**config.mk**
```make
export PLATFORM = sky130hd
export DESIGN_NAME = pipe_mux
export DESIGN_NICKNAME = d
export VERILOG_FILES = /design/src/rtl/pipe_mux.sv
export SDC_FILE = /design/constraint.sdc
export NUM_CORES = 1
export LEC_CHECK = 0
export CAP_MARGIN = 5
export CORE_UTILIZATION = 30
export CTS_CLUSTER_DIAMETER = 60
export DETAILED_ROUTE_END_ITERATION = 10
export GPL_TIMING_DRIVEN = 0
export PLACE_DENSITY = 0.78
export SETUP_SLACK_MARGIN = 0.1
export SLEW_MARGIN = 20
export SYNTH_ARGS = -nofsm -noshare
export SYNTH_HDL_FRONTEND = slang
export SYNTH_SLANG_ARGS = --single-unit
```
**constraint.sdc**
```tcl
create_clock -name clk -period 1.2 [get_ports clk]
set_input_delay 0.18 -clock clk [delete_from_list [all_inputs] [get_ports clk]]
set_output_delay 0.18 -clock clk [all_outputs]
set_load 0.05 [all_outputs]
```
**src/rtl/pipe_mux.sv**
```systemverilog
// pipe_mux: single-register-stage N:1 data selector with pipeline
// controls (flush squashes, stall holds) and a saturating counter of
// consecutive stall cycles. All outputs come straight from flops.

module pipe_mux #(
    parameter  int NUM_IN = 4,
    parameter  int DATA_W = 32,
    localparam int SEL_W  = (NUM_IN > 1) ? $clog2(NUM_IN) : 1
) (
    input  logic                     clk,
    input  logic                     rst,
    input  logic [NUM_IN*DATA_W-1:0] in_data,
    input  logic                     in_valid,
    input  logic [SEL_W-1:0]         sel,
    input  logic                     stall,
    input  logic                     flush,
    output logic [DATA_W-1:0]        out_data,
    output logic                     out_valid,
    output logic                     sel_err,
    output logic [7:0]               stall_cnt
);

    // One wider than sel so the comparison also works when NUM_IN is a
    // power of two (every sel code is then in range).
    localparam logic [SEL_W:0] NUM_IN_V  = (SEL_W + 1)'(NUM_IN);
    localparam logic [7:0]     CNT_MAX   = 8'hFF;

    logic [DATA_W-1:0] slots [NUM_IN];
    logic [DATA_W-1:0] sel_data;
    logic              sel_ok;
    logic [DATA_W-1:0] cap_data;
    logic              cap_valid;
    logic              cap_err;

    // Split the packed input bus into one word per slot.
    genvar k;
    generate
        for (k = 0; k < NUM_IN; k++) begin : g_slot
            assign slots[k] = in_data[k*DATA_W +: DATA_W];
        end
    endgenerate

    // Select the addressed slot; codes past the last slot select nothing.
    always_comb begin
        sel_data = '0;
        for (int i = 0; i < NUM_IN; i++) begin
            if (sel == SEL_W'(i)) begin
                sel_data = slots[i];
            end
        end
    end

    // Value the output stage takes on a plain capture edge. Out-of-range
    // selects always yield zero data; the error flag is only raised for a
    // live transfer so idle garbage on sel never reports an error.
    always_comb begin
        sel_ok    = ({1'b0, sel} < NUM_IN_V);
        cap_data  = sel_ok ? sel_data : '0;
        cap_valid = in_valid;
        cap_err   = in_valid & ~sel_ok;
    end

    // Output stage: reset, then flush, then stall (hold), then capture.
    always_ff @(posedge clk) begin
        if (rst) begin
            out_data  <= '0;
            out_valid <= 1'b0;
            sel_err   <= 1'b0;
        end else if (flush) begin
            out_data  <= '0;
            out_valid <= 1'b0;
            sel_err   <= 1'b0;
        end else if (!stall) begin
            out_data  <= cap_data;
            out_valid <= cap_valid;
            sel_err   <= cap_err;
        end
    end

    // Count back-to-back stall edges; any non-stall edge or a flush
    // restarts the run, and the count sticks at its maximum.
    always_ff @(posedge clk) begin
        if (rst || flush || !stall) begin
            stall_cnt <= 8'd0;
        end else if (stall_cnt != CNT_MAX) begin
            stall_cnt <= stall_cnt + 8'd1;
        end
    end

endmodule

```
==> results of run 1 <==
[layout make-up]
type | instances | area [µm²]
Clock inverter | 2 | 10.0
Buffer | 15 | 168
Multi-Input combinational cell | 105 | 1340
Inverter | 1 | 3.75
Antenna cell | 1 | 2.50
Fill cell | 642 | 2650
Sequential cell | 41 | 848
Tap cell | 96 | 120
Clock buffer | 6 | 72.6
Timing Repair Buffer | 181 | 1690
[critical path, delay by kind of cell (launching register included)]
kind / cells / cell delay, ns
compound gates: 1 / 0.20
mux: 1 / 0.19
fa+ha+maj: 1 / 0.17
simple gates: 1 / 0.17
flops: 1 / 0.36
[stage by stage]
stage	power [mW]	setup TNS, ns	utilization	cell area, µm²
after floorplan	1.95	-0.126	-	2280
after global placement	2.51	-24.93	0.599	4140
after detailed placement	2.53	-25.76	0.599	4140
after CTS	3.38	0	0.599	4140
after global routing	3.53	-0.0227	0.616	4250
final	3.35	0	0.616	4250
[cell usage in the layout (no fill, tap or decap), types with 2 or more instances in the layout]
master	instances
a31oi_1	2
nor3_2	3
buf_4	17
dlygate4sd2_1	2
buf_2	10
mux4_2	32
nand2b_1	2
dlymetal6s2s_1	4
nor3_1	2
dfxtp_1	33
clkbuf_2	2
dfxtp_4	7
buf_12	4
clkdlybuf4s50_1	125
clkinv_2	2
clkbuf_4	24
nand2_1	5
mux2i_1	3
buf_6	7
and3_1	2
a22o_1	32
clkbuf_8	5
[synth_stat cells, types with 2 or more instances]
cell type | n | area [µm²]
nand3_1 | 3 | 15.0
buf_2 | 8 | 40.0
o21ai_0 | 3 | 15.0
and3_1 | 2 | 12.5
mux4_2 | 30 | 676
nand2b_1 | 2 | 12.5
buf_4 | 2 | 15.0
nor3_1 | 6 | 30.0
mux2i_1 | 3 | 30.0
a211oi_1 | 2 | 15.0
mux4_1 | 2 | 52.6
a31oi_1 | 2 | 12.5
nand2_1 | 6 | 22.5
a21oi_1 | 2 | 10.0
buf_6 | 4 | 45.0
dfxtp_1 | 41 | 821
a22o_1 | 32 | 280
[routing by layer]
metal,share of wire,global-route usage
met5,0,0
met1,0.34,0.189
met3,0.086,0.0664
met4,0.023,0.0656
met2,0.55,0.352
[cells by family (layout without fill, tap and decap cells)]
family | after synthesis | count (layout)
compound gates | 44 | 44
simple gates | 24 | 24
other cells | 1 | 2
fa+ha+maj | 1 | 1
flops | 41 | 41
mux | 35 | 35
buf+inv | 16 | 205
[where the power goes]
part,switching [mW],internal (mW)
Clock,0.463,0.403
Sequential,0.0246,1.39
Combinational,0.395,0.674
[sequential cells by signal, indices dropped and copies added (netlist names)]
name and cells:
out_data 32, out_valid 1, stall_cnt 8
[final timing paths]
check | slack [ns] | endpoint | cells after the start
setup / recovery | 0.05 | stall_cnt[5] | 4
hold / removal | 0.29 | stall_cnt[1] | 3
setup reg to reg | 0.05 | stall_cnt[5] | 4
hold reg to reg | 0.47 | out_data[9] | 1
[what timing repair did]
action | in CTS | in global routing
setup buffers | 7 | 0
resized for setup | 233 | 47
pin swaps | 7 | 2
setup endpoints to repair | 79 | 42
==> flow_summary.yaml, run 1 <==
die:
  start_util: 0.317
  io_pins: 177
  die_h_um: 87.5
  std_cell_rows: 30
  core_area_um2: 6910
  die_x_um: 87.5
  die_area_um2: 7650
timing:
  fmax_ghz: 0.866
  finalMaxSlewViolations: 0
  finalCriticalPeriod_ns: 1.15
  timing.final.crit_share: 0.962
  worst_slack_ns: 0.0459
  whs_ns: 0.289
  rsz0062_at_grt: "true"
  setup_violations: 0
  skew_ns: 0.000516
  hold_viol: 0
critical_path:
  startpoint_type: "register"
  crit_chain: "ha_4 > and4_4 > a211oi_2 > mux2i_1"
  critPathKind: "register to register"
  slowest_delay_ns: 0.36
  cp-end-kind: "register"
  required_ns: 1.42
  worst-path-max-fanout: 5
  cp.arrival_ns: 1.38
  crit_start: "stall_cnt[0]"
  reg2reg_from: "stall_cnt[0]"
  critPathSlowestCell: "dfxtp_4"
global_routing:
  grt_max_degree: 13
  grt_pass1_wl_um: 10800
  antenna_found_initial: 1
  track_usage: 0.187
  grt-ovfl-total: 0
  grt_pass1_vias: 2282
synth:
  synthXorXnorAreaFrac: 0
  synth_cells: 162
  yosysSeqAreaShare: 0.375
  syn-cell-area_um2: 2190
  synth_edf_count: 0
  synth_compound_area_frac: 0.163
  avgSynthCellArea_um2: 13.5
  synthMuxAreaShare: 0.346
  synth_top_family_by_area: "multiplexers"
  synth_ff_type: "dfxtp_1"
  synthAdderAreaFrac: 0.00571
  ys_seq_elements: 41
  ys_async_sr_fraction: 0
  yosysWarnings: 0
  syn_nets: 298
  synth-simple-area-share: 0.0594
  synth.distinct_cells: 29
power:
  ir_worst_vdd_mv: 0.422
  p_per_area_nw_per_um2: 788
  leakage_nw: 1.68
clocking:
  hold_buffers: 0
  cts_htree_levels: 2
  clk_pin_slew_ns: 0.08
  cts_tree: "yes"
  cts_buffers: 5
  root_buffer: "clkbuf_8"
  insertion_delay_ns: 0.29
  cts_num_sinks: 41
  clock_path_buffers: 2
run:
  cap_violations: 0
layout:
  area_delta_synth_final_pct: 94.2
  drive_gt1_frac: 0.356
  nets: 486
  stdcell_count: 448
routing:
  via_per_inst: 5.06
  wl_per_cell_um: 16.2
  vias: 2266
  detail-route-antenna-nets: 0
  first_pass_iters: 4
  drc_errors: 0
  first_iter_violations: 61
  wirelength_um: 7240
placed_design:
  preCtsSetupSlack_ns: -0.631
  numPortBuffers: 174
  gp_congestion: 0.776
  place_inst: 432
  place_hpwl_um: 5810
worst_hold_path:
  min-delay-start: "stall"
  hold_path.class: "primary input to register"
status:
  status: "finished, final reports clean"
Power figures use the tool's default switching activity.
==> run 2, diff against run 1 <==
--- a/config.mk
+++ b/config.mk
@@ -12,7 +12,6 @@
 export GPL_TIMING_DRIVEN = 0
 export PLACE_DENSITY = 0.78
 export SETUP_SLACK_MARGIN = 0.1
-export SLEW_MARGIN = 20
 export SYNTH_ARGS = -nofsm -noshare
 export SYNTH_HDL_FRONTEND = slang
 export SYNTH_SLANG_ARGS = --single-unit
==> results of run 2 <==
No change in the layout: final DEF, timing and power equal those of run 1.
